[src/rtl/led_matrix_scroller_if.sv]
// -----------------------------------------------------------------------------
// led_matrix_scroller_if
// Pattern-buffer write bus for led_matrix_scroller.
//
// Parameters
//   ADDR_W  width of the column address (clog2 of the buffer depth)
//   ROWS    row bits per column
//
// Signals
//   wr_en    write strobe, sampled on the scroller's rising clock edge
//   wr_addr  buffer column address; out-of-range addresses are ignored
//   wr_data  column pattern, active-low (0 = LED on)
//
// Modports
//   master  pattern-loading logic (drives the bus)
//   slave   the scroller (samples the bus)
// -----------------------------------------------------------------------------
interface led_matrix_scroller_if #(
  parameter int ADDR_W = 6,
  parameter int ROWS   = 8
);

  logic              wr_en;
  logic [ADDR_W-1:0] wr_addr;
  logic [ROWS-1:0]   wr_data;

  modport master (
    output wr_en,
    output wr_addr,
    output wr_data
  );

  modport slave (
    input wr_en,
    input wr_addr,
    input wr_data
  );

endinterface : led_matrix_scroller_if

[src/rtl/led_matrix_scroller.sv]
// -----------------------------------------------------------------------------
// led_matrix_scroller
// Scrolling driver for a column-scanned LED matrix with active-low row data.
// A MSG_LEN-column pattern buffer is shown through a COLS-wide window whose
// start column (offset) advances one column per scroll step, forward or
// backward, while the matrix is continuously multiplexed column by column.
//
// Parameters
//   ROWS      row bits per column (segout width)
//   COLS      number of scanned columns, SCAN_W = clog2(COLS)
//   MSG_LEN   pattern buffer depth in columns (>= COLS), ADDR_W = clog2(MSG_LEN)
//   SCAN_DIV  clk cycles per scanned column (>= 2)
//   STEP_DIV  clk cycles per scroll step while running (>= 2)
//
// Ports
//   clk         system clock, rising edge
//   reset       asynchronous, active-high
//   run         1 = window scrolls, 0 = window frozen (scan keeps going)
//   dir         0 = offset+1 per step, 1 = offset-1 per step
//   offset_clr  synchronous clear of offset and step prescaler
//   wr          pattern write bus (slave); instantiate the interface with
//               ADDR_W = clog2(MSG_LEN) and the same ROWS
//   segout      row drive for the column on scanout (registered)
//   scanout     column select (registered, same edge as segout)
//   step        one-cycle pulse when the offset moved by a scroll step
//   wrap        one-cycle pulse with step when that step wrapped the offset
// -----------------------------------------------------------------------------
module led_matrix_scroller #(
  parameter  int ROWS     = 8,
  parameter  int COLS     = 8,
  parameter  int MSG_LEN  = 44,
  parameter  int SCAN_DIV = 8192,
  parameter  int STEP_DIV = 8350000,
  localparam int SCAN_W   = $clog2(COLS),
  localparam int ADDR_W   = $clog2(MSG_LEN)
) (
  input  logic                 clk,
  input  logic                 reset,
  input  logic                 run,
  input  logic                 dir,
  input  logic                 offset_clr,
  led_matrix_scroller_if.slave wr,
  output logic [ROWS-1:0]      segout,
  output logic [SCAN_W-1:0]    scanout,
  output logic                 step,
  output logic                 wrap
);

  localparam int SCAN_CNT_W = $clog2(SCAN_DIV);
  localparam int STEP_CNT_W = $clog2(STEP_DIV);

  localparam logic [SCAN_CNT_W-1:0] SCAN_LAST = SCAN_CNT_W'(SCAN_DIV - 1);
  localparam logic [STEP_CNT_W-1:0] STEP_LAST = STEP_CNT_W'(STEP_DIV - 1);
  localparam logic [SCAN_W-1:0]     COL_LAST  = SCAN_W'(COLS - 1);
  localparam logic [ADDR_W-1:0]     OFF_LAST  = ADDR_W'(MSG_LEN - 1);
  // Buffer depth in ADDR_W+1 bits so it stays exact when MSG_LEN is a power of two.
  localparam logic [ADDR_W:0]       LEN_EXT   = (ADDR_W + 1)'(MSG_LEN);

  // ---------------------------------------------------------------------------
  // State
  // ---------------------------------------------------------------------------
  logic [ROWS-1:0]       pat_mem [MSG_LEN];
  logic [SCAN_CNT_W-1:0] scan_cnt;
  logic [STEP_CNT_W-1:0] step_cnt;
  logic [ADDR_W-1:0]     offset;

  // ---------------------------------------------------------------------------
  // Next-column and buffer read index
  // ---------------------------------------------------------------------------
  logic              scan_tc;
  logic              step_tc;
  logic [SCAN_W-1:0] col_next;
  logic [ADDR_W:0]   idx_sum;
  logic [ADDR_W-1:0] rd_idx;
  logic              wr_in_range;

  assign scan_tc     = (scan_cnt == SCAN_LAST);
  assign step_tc     = (step_cnt == STEP_LAST);
  assign col_next    = (scanout == COL_LAST) ? '0 : scanout + SCAN_W'(1);
  assign wr_in_range = ({1'b0, wr.wr_addr} < LEN_EXT);

  // offset < MSG_LEN and col_next < COLS <= MSG_LEN, so the sum is below
  // 2*MSG_LEN and a single conditional subtract brings it back into range.
  always_comb begin
    // NOTE: every always_comb output gets a value on entry so no path can
    // leave it unassigned and infer a latch.
    idx_sum = {1'b0, offset} + (ADDR_W + 1)'(col_next);
    rd_idx  = ADDR_W'(idx_sum);
    if (idx_sum >= LEN_EXT) begin
      rd_idx = ADDR_W'(idx_sum - LEN_EXT);
    end
  end

  // ---------------------------------------------------------------------------
  // Column scan: free-running prescaler, scanout and segout load together so
  // the matrix never sees a column select paired with another column's data.
  // ---------------------------------------------------------------------------
  always_ff @(posedge clk or posedge reset) begin
    // NOTE: registers are assigned with <= so every block sees the pre-edge
    // value of every other register, independent of block evaluation order.
    if (reset) begin
      scan_cnt <= '0;
      scanout  <= '0;
      segout   <= '1;
    end else if (scan_tc) begin
      scan_cnt <= '0;
      scanout  <= col_next;
      // Uses the offset in effect before this edge; a pending step lands at
      // the next column load.
      segout   <= pat_mem[rd_idx];
    end else begin
      scan_cnt <= scan_cnt + SCAN_CNT_W'(1);
    end
  end

  // ---------------------------------------------------------------------------
  // Scroll step: prescaler only counts while running and keeps its partial
  // count across run/dir changes. offset_clr wins over a coinciding step.
  // ---------------------------------------------------------------------------
  always_ff @(posedge clk or posedge reset) begin
    if (reset) begin
      step_cnt <= '0;
      offset   <= '0;
      step     <= 1'b0;
      wrap     <= 1'b0;
    end else begin
      step <= 1'b0;
      wrap <= 1'b0;
      if (offset_clr) begin
        step_cnt <= '0;
        offset   <= '0;
      end else if (run) begin
        if (step_tc) begin
          step_cnt <= '0;
          step     <= 1'b1;
          if (dir) begin
            offset <= (offset == '0) ? OFF_LAST : offset - ADDR_W'(1);
            wrap   <= (offset == '0);
          end else begin
            offset <= (offset == OFF_LAST) ? '0 : offset + ADDR_W'(1);
            wrap   <= (offset == OFF_LAST);
          end
        end else begin
          step_cnt <= step_cnt + STEP_CNT_W'(1);
        end
      end
    end
  end

  // ---------------------------------------------------------------------------
  // Pattern buffer: read-before-write falls out of the registered read above.
  // ---------------------------------------------------------------------------
  always_ff @(posedge clk or posedge reset) begin
    // NOTE: the buffer is reset to blank on purpose so the matrix shows
    // nothing after reset; this keeps it in flops rather than a RAM macro.
    if (reset) begin
      for (int i = 0; i < MSG_LEN; i++) begin
        pat_mem[i] <= '1;
      end
    end else if (wr.wr_en && wr_in_range) begin
      pat_mem[wr.wr_addr] <= wr.wr_data;
    end
  end

endmodule : led_matrix_scroller

[src/flat_wrapper.sv]
// flat-port wrapper written by rule: the top's interface ports become plain ports
module led_matrix_scroller_flat 
#(
  parameter  int ROWS     = 8,
  parameter  int COLS     = 8,
  parameter  int MSG_LEN  = 44,
  parameter  int SCAN_DIV = 8192,
  parameter  int STEP_DIV = 8350000,
  localparam int SCAN_W   = $clog2(COLS),
  localparam int ADDR_W   = $clog2(MSG_LEN)
)
  (clk, reset, run, dir, offset_clr, segout, scanout, step, wrap, wr_wr_en, wr_wr_addr, wr_wr_data);
  led_matrix_scroller_if #(.ADDR_W(($clog2(MSG_LEN))), .ROWS(ROWS)) wr_i ();
  input  logic clk;
  input  logic reset;
  input  logic run;
  input  logic dir;
  input  logic offset_clr;
  output logic [ROWS-1:0] segout;
  output logic [SCAN_W-1:0] scanout;
  output logic step;
  output logic wrap;
  input wire logic [$bits(wr_i.wr_en)-1:0] wr_wr_en;
  input wire logic [$bits(wr_i.wr_addr)-1:0] wr_wr_addr;
  input wire logic [$bits(wr_i.wr_data)-1:0] wr_wr_data;
  assign wr_i.wr_en = wr_wr_en;
  assign wr_i.wr_addr = wr_wr_addr;
  assign wr_i.wr_data = wr_wr_data;
  led_matrix_scroller #(.ROWS(ROWS), .COLS(COLS), .MSG_LEN(MSG_LEN), .SCAN_DIV(SCAN_DIV), .STEP_DIV(STEP_DIV)) u_core (.clk(clk), .reset(reset), .run(run), .dir(dir), .offset_clr(offset_clr), .wr(wr_i), .segout(segout), .scanout(scanout), .step(step), .wrap(wrap));
endmodule
[config.mk]
export PLATFORM = sky130hd
export DESIGN_NAME = led_matrix_scroller_flat
export DESIGN_NICKNAME = d
export VERILOG_FILES = /design/src/rtl/led_matrix_scroller_if.sv /design/src/rtl/led_matrix_scroller.sv /design/src/flat_wrapper.sv
export SDC_FILE = /design/constraint.sdc
export NUM_CORES = 1
export LEC_CHECK = 0
export BUFFER_PORTS_ARGS = -buffer_cell sky130_fd_sc_hd__buf_2
export CORE_MARGIN = 3
export CORE_UTILIZATION = 60
export CTS_BUF_LIST = sky130_fd_sc_hd__clkbuf_8
export DETAILED_ROUTE_END_ITERATION = 10
export PLACE_DENSITY_LB_ADDON = 0.08
export SYNTH_ARGS = -nofsm -noshare
export SYNTH_HDL_FRONTEND = slang
export SYNTH_SLANG_ARGS = --single-unit
export TNS_END_PERCENT = 10
[constraint.sdc]
create_clock -name clk -period 17.65 [get_ports clk]
set_clock_uncertainty 0.1 [all_clocks]
set_input_delay 5.295 -clock clk [delete_from_list [all_inputs] [get_ports clk]]
set_output_delay 5.295 -clock clk [all_outputs]
set_load 0.005 [all_outputs]
==> flow_summary.json, run 1 <==
{
  "nNetsFinal": 1551,
  "final.min_clock_period_ns": 7.32,
  "routabilityCongestion": 0.872,
  "clkLatencyLatePin_ns": 0.60,
  "p_leak_uw": 0.00896,
  "synth_edf_count": 0,
  "cts-root-buf": "clkbuf_8",
  "end_kind": "flip-flop",
  "syn_to_final_growth_pct": 8.47,
  "synth-seq-area-share_pct": 51.8,
  "cts.sinks": 407,
  "multi_input_area_um2": 9470,
  "dp_hpwl_mm": 30.3,
  "p_switching_uw": 500,
  "rows": 67,
  "cap_violations": 0,
  "yosys.area_share.simple_pct": 6.84,
  "yosys-mux-area-fraction_pct": 31.9,
  "cts_resized": 0,
  "cts_tree": "yes",
  "hold_violations": 0,
  "hold_depth": 1,
  "r2r_cells": 15,
  "critPathMaxFanout": 8,
  "grt_pass1_wl_mm": 75.0,
  "final-seq-area_um2": 10600,
  "antenna_cells": 0,
  "synthCells": 1499,
  "cpPeakStageDelay_ns": 0.81,
  "initial_core_util_pct": 61.1,
  "place.port_buffers": 32,
  "ys_ff_latch": 407,
  "vias": 12728,
  "synth-xor-area-share_pct": 1.45,
  "numCtsBuffers": 69,
  "drt_first_pass_iters": 5,
  "clock.fmax_ghz": 0.137,
  "die_area_um2": 36500,
  "final_common_cell": "mux2_2",
  "clk_pin_slew_ns": 0.05,
  "first_iter_violations": 938,
  "synthArstFlopShare_pct": 100,
  "p_seq_share_pct": 53.0,
  "cts_buffer_depth": 3,
  "crit_family": "simple AND/OR/NAND/NOR gates",
  "clkPwrFrac_pct": 37.2,
  "die_y_um": 191,
  "crit_type": "in -> reg",
  "grt_max_degree": 193,
  "drv_slew": 0,
  "cts_hold_buf": 0,
  "drive_above_1_share_pct": 62.1,
  "layout.filler_cells": 2485,
  "syn_area_um2": 20500,
  "hold_path.class": "reg -> reg",
  "cp_num_cells": 7,
  "power.density_nw_per_um2": 95.4,
  "synth_fa_ha_area_share_pct": 0.767,
  "grt.overflow.total": 0,
  "rsz0062_at_grt": "false",
  "setup_viol": 0,
  "layout_common_cells": "mux2_2 (374), dfstp_2 (360), nor2_1 (92), nand2_1 (89), mux4_2 (88)",
  "track_usage_pct": 26.6,
  "io_pins": 33,
  "max_slew_margin_pct": 15.3,
  "peakVddDrop_mv": 0.0795,
  "synth_top_family_by_area": "multiplexers",
  "synth_cell_type_count": 68,
  "synth-compound-area-share_pct": 4.98,
  "crit_buf_inv": 2,
  "fp.dieW_um": 191,
  "internal_power_uw": 1630,
  "post_cts_buffers": 0,
  "drc": 0,
  "fin_setup_tns_ns": 0,
  "yosysWarnings": 0,
  "comb_power_share_pct": 9.8,
  "ant_nets": 0,
  "min_period_over_period_pct": 41.5,
  "core-area_um2": 33600,
  "viasPerCell": 6.33,
  "antenna_found_initial": 2,
  "required_ns": 18.06,
  "syn-num-nets": 1531,
  "drt_wl_total_mm": 47.0,
  "path_cells": "buf_2, inv_1, o21ai_0, nand2b_1, nor3b_1, nand2_1, mux2_2",
  "crit_slowest_cell": "nor3b_1",
  "swShare_pct": 23.5,
  "worst_pin_slew_ns": 1.26,
  "ys.flop_type": "dfstp_2",
  "wl_per_cell_um": 23.4,
  "grt_pass1_vias": 12833,
  "arrival_ns": 7.74,
  "power.total_uw": 2130,
  "outcome": "complete, no violations",
  "syn_avg_cell_area_um2": 13.7,
  "worst_setup_path_start_kind": "primary input",
  "htree_levels": 3
}
-- through the flow --
step | cells | area [µm²] | setup WS, ns | hold slack, ns | util, %
final | 2012 | 22300 | 10.33 | 0.369 | 66.3
after global placement | 1896 | 21000 | 9.76 | 0.355 | 62.5
after CTS | 2012 | 22300 | 10.43 | 0.377 | 66.3
after floorplan | 1499 | 20500 | 1.53 | 0.339 | -
after global routing | 2012 | 22300 | 10.17 | 0.403 | 66.3
after detailed placement | 1896 | 21000 | 9.82 | 0.362 | 62.5
-- power by group through the flow --
| stage | combinational (µW) | clock, µW | sequential (µW) |
|---|---|---|---|
| floorplan | 167 | 0 | 1120 |
| global placement | 200 | 0 | 1130 |
| detailed placement | 208 | 0 | 1140 |
| CTS | 209 | 813 | 1130 |
| global route | 226 | 857 | 1140 |
| finish | 207 | 792 | 1130 |
-- layout make-up --
class | instances | area share (%)
Sequential cell | 407 | 47.7
Multi-Input combinational cell | 981 | 42.5
Tap cell | 448 | 2.52
Clock buffer | 84 | 5.19
Clock inverter | 32 | 0.578
Inverter | 16 | 0.303
Timing Repair Buffer | 44 | 1.18
-- cell families (layout without fill, tap and decap cells) --
kind of cell,Yosys count,count (layout)
multiplexers,498,498
AO/OA/AOI/OAI,140,140
flip-flops,407,407
XOR/XNOR,34,34
AND/OR/NAND/NOR,297,297
buffers and inverters,111,176
adder cells (fa/ha/maj),12,12
-- registers in the layout (all words and copies together), names as in the netlist --
register         cells
u_core.pat_mem     352
u_core.step          1
u_core.segout        8
u_core.scanout       3
u_core.wrap          1
u_core.step_cnt     23
u_core.offset        6
u_core.scan_cnt     13
-- routing by layer --
layer | wire length [µm] | share of wire, % | global-route usage (%) | vias to the layer above
li1 | - | - | - | 5631
met1 | 21400 | 45 | 38.9 | 6632
met2 | 22000 | 47 | 41.3 | 376
met3 | 2540 | 5.4 | 4.75 | 85
met4 | 1120 | 2.4 | 7.82 | 4
met5 | 27 | 0.057 | 0 | -
-- path summary, 6_finish.rpt --
kind / start / end / slack (ns)
worst max-delay path: wr_wr_addr[5] / u_core.pat_mem[60] / 10.33
worst min-delay path: u_core.scan_cnt[10] / u_core.scan_cnt[10] / 0.37
worst max register to register: u_core.scanout[0] / u_core.segout[1] / 11.70
worst min register to register: u_core.scan_cnt[10] / u_core.scan_cnt[10] / 0.37
max in group asynchronous: reset / u_core.pat_mem[331] / 11.12
min in group asynchronous: reset / u_core.step_cnt[2] / 4.74
-- cell usage after synthesis (2+ instances only) --
cell type	n	area, µm²
mux2_2	374	4210
dfstp_2	360	9460
nor2_1	92	345
nand2_1	89	334
mux4_2	88	1980
clkbuf_1	67	251
dfrtp_1	47	1180
mux2i_1	36	360
nand3_1	24	120
xor2_1	21	184
buf_2	19	95.1
o21ai_0	19	95.1
a21oi_1	18	90.1
o211ai_1	18	135
o22ai_1	18	113
nand4_1	17	106
inv_1	16	60.1
nor3_1	14	70.1
xnor2_1	13	114
a31oi_1	12	75.1
ha_1	11	138
o221ai_1	11	96.3
or3_1	11	68.8
nor2b_1	10	62.6
nand2b_1	9	56.3
and3_1	7	43.8
a21o_1	6	45.0
a221o_1	5	50.1
a32oi_1	4	35.0
buf_4	4	30.0
nand3b_1	4	30.0
o21a_1	4	30.0
a221oi_1	3	26.3
and4_1	3	26.3
buf_1	3	11.3
o2111ai_1	3	26.3
a211oi_1	2	15.0
and2_1	2	12.5
buf_6	2	22.5
nor3b_1	2	15.0
nor4bb_1	2	20.0
o21ai_1	2	10.0
or2_2	2	12.5
Power figures use the tool's default switching activity.
==> inputs of run 2 (changes only) <==
--- a/config.mk
+++ b/config.mk
@@ -5,6 +5,7 @@
 export SDC_FILE = /design/constraint.sdc
 export NUM_CORES = 1
 export LEC_CHECK = 0
+export ABC_AREA = 1
 export BUFFER_PORTS_ARGS = -buffer_cell sky130_fd_sc_hd__buf_2
 export CORE_MARGIN = 3
 export CORE_UTILIZATION = 60
==> constraint.sdc (replaced) <==
create_clock -name clk -period 6.85 [get_ports clk]
set_clock_uncertainty 0.1 [all_clocks]
set_input_delay 2.055 -clock clk [delete_from_list [all_inputs] [get_ports clk]]
set_output_delay 2.055 -clock clk [all_outputs]
set_load 0.005 [all_outputs]
==> run 2 against run 1 <==
  * Power rose to 2.7 times the previous value
  * Final cell count rose by 37%
  * Count of clock-buffer cells in the layout rose by 8
  * Register-to-register slack got worse by 9.8 ns
  * Largest cell class unchanged
  * Highest routed layer is now met4
==> flow_summary.json, run 2 <==
{
  "synth_most_common_cell": "nand2_1",
  "synthDominantCellAreaShare_pct": 48.1,
  "drt_wl_total_mm": 51.8,
  "cap_violations": 0,
  "htree_levels": 3,
  "yosysWarnings": 0,
  "cpMostUsedCell": "nand3_1",
  "hold_slack_ns": 0.374,
  "r2r_cells": 17,
  "fin_util_pct": 67.0,
  "crit_type": "reg -> reg",
  "routabilityCongestion": 0.901,
  "crit_family": "simple AND/OR/NAND/NOR gates",
  "initial_core_util_pct": 61.7,
  "first_iter_violations": 1578,
  "syn-num-nets": 2332,
  "wl_per_cell_um": 18.8,
  "synthCells": 2300,
  "cts.sinks": 407,
  "numCtsBuffers": 69,
  "clkLatencyLatePin_ns": 0.62,
  "rows": 65,
  "drive_above_1_share_pct": 24.1,
  "post_cts_buffers": 0,
  "dp_hpwl_mm": 30.9,
  "ys.flop_type": "dfstp_2",
  "grt.overflow.total": 0,
  "final_common_cell": "nand2_1",
  "setup_viol": 0,
  "max_slew_margin_pct": 13.6,
  "grt_pass1_wl_mm": 84.2,
  "grt_pass1_vias": 15602,
  "cts_resized": 0,
  "ys_ff_latch": 407,
  "r2r_start": "u_core.scanout[0]",
  "hold_depth": 1,
  "antenna_cells": 0,
  "worst_pin_slew_ns": 1.29,
  "end_kind": "flip-flop",
  "timing.reg2reg.setup_slack_ns": 1.89,
  "grt_max_degree": 178,
  "critPathMaxFanout": 85,
  "fin_area_um2": 21300,
  "rsz0062_at_grt": "false",
  "io_pins": 33,
  "cts-root-buf": "clkbuf_8",
  "cts_tree": "yes",
  "die_y_um": 187,
  "final.min_clock_period_ns": 4.96,
  "arrival_ns": 5.39,
  "min_to": "u_core.scan_cnt[0]",
  "setup_ws_ns": 1.89,
  "yosys-top-cells-area": "dfstp_2 (48%), nand2_1 (15%), o21ai_0 (9.7%)",
  "min_period_over_period_pct": 72.4,
  "viasPerCell": 5.95,
  "peakVddDrop_mv": 0.230,
  "vias": 16351,
  "power.density_nw_per_um2": 265,
  "core-area_um2": 31900,
  "post-place-ws_ns": 1.95,
  "track_usage_pct": 29.7,
  "drv_slew": 0,
  "fp.dieW_um": 187,
  "synthArstFlopShare_pct": 100,
  "synth_top_cells_by_count": "nand2_1 (764), o21ai_0 (382), dfstp_2 (360), clkbuf_1 (137), nand3_1 (120)",
  "place.port_buffers": 32,
  "yosys.area.top_type": "dfstp_2",
  "path_cells": "ha_1, ha_1, nor2_1, ha_4, inv_1, fa_1, inv_4, nor3_1, nor2_1, nand2_2, nand2_4, nand2_4, o21ai_2, nand3_1, nand3_1, nand3_1, a21oi_1",
  "syn_area_um2": 19700,
  "top_register": "u_core.pat_mem",
  "outcome": "complete, no violations",
  "die_area_um2": 35000,
  "ant_nets": 0,
  "hold_violations": 0,
  "fin_setup_tns_ns": 0,
  "hold_path.class": "reg -> reg",
  "cpPeakStageDelay_ns": 0.88,
  "min_from": "u_core.scan_cnt[0]",
  "drt_first_pass_iters": 5,
  "top_regs": "u_core.pat_mem: 352 flops, u_core.step_cnt: 23 flops, u_core.scan_cnt: 13 flops",
  "drc": 0,
  "worst_setup_path_start_kind": "flip-flop",
  "nNetsFinal": 2292,
  "largest_register_ffs": 352,
  "clk_pin_slew_ns": 0.06,
  "layout_common_cells": "nand2_1 (764), o21ai_0 (382), dfstp_2 (360), nand3_1 (120), a21oi_1 (94)",
  "syn_to_final_growth_pct": 8.59,
  "required_ns": 7.28,
  "p_leak_uw": 0.00827,
  "crit_slowest_cell": "o21ai_2",
  "place_area_um2": 19900,
  "cts_hold_buf": 0,
  "r2r-end": "u_core.segout[7]",
  "synth-seq-area-share_pct": 54.1,
  "clock.fmax_ghz": 0.202,
  "cts_buffer_depth": 3,
  "synth_cell_type_count": 47,
  "antenna_found_initial": 0,
  "crit_buf_inv": 2,
  "syn_avg_cell_area_um2": 8.55,
  "synth_edf_count": 0
}
## run 2: cell types whose count changed after synthesis, sizes merged, moves of 18 or more
cell    before  now
a32o         0   80
a21oi       18   99
mux4        88    0
mux2       374    0
mux2i       36    0
o211ai      18    0
o21ai       22  385
clkbuf      67  137
nand3       24  125
nand2       90  779
inv         16   70
## run 2: per-layer routing
metal	GRT usage, %	vias to the layer above	part of all wire, %
met2	46.0	565	45
met5	0	-	0
met1	43.9	8021	46
met4	9.19	0	2.7
met3	4.33	104	5.9
li1	-	7661	-
## run 2: power by group
part / switching [µW] / leakage (µW) / internal, µW
Sequential: 123 / 0.00437 / 2790
Combinational: 301 / 0.00308 / 183
Clock: 1000 / 0.000813 / 1240
Total: 1430 / 0.00827 / 4220
## run 2: how the worst max path moves through the flow
stage | endpoint | start | cells past startpoint
final | u_core.segout[7] | u_core.scanout[0] | 17
after global routing | u_core.segout[7] | u_core.scanout[0] | 17
after CTS | u_core.segout[7] | u_core.scanout[0] | 17
after detailed placement | u_core.segout[7] | u_core.scanout[0] | 17
after global placement | u_core.segout[7] | u_core.scanout[0] | 17
after floorplan | u_core.offset[0] | reset | 1
## run 2: cells by family after synthesis
kind of cell	share of synthesized area, %
adder cells (fa/ha/maj)	0.802
buffers and inverters	4.62
flip-flops	54.1
XOR/XNOR	1.22
AND/OR/NAND/NOR	22.0
AO/OA/AOI/OAI	17.3
## run 2: layout make-up
type / instances / area, µm²
Fill cell: 2694 / 10500
Clock buffer: 92 / 1270
Sequential cell: 407 / 10600
Clock inverter: 34 / 189
Multi-Input combinational cell: 1664 / 8120
Inverter: 71 / 275
Timing Repair Buffer: 47 / 310
Tap cell: 435 / 544
## run 2: through the flow
stage | instances | total power [µW]
after floorplan | 2300 | 3270
after global placement | 2624 | 3400
after detailed placement | 2624 | 3430
after CTS | 2750 | 5690
after global routing | 2750 | 5900
final | 2750 | 5650
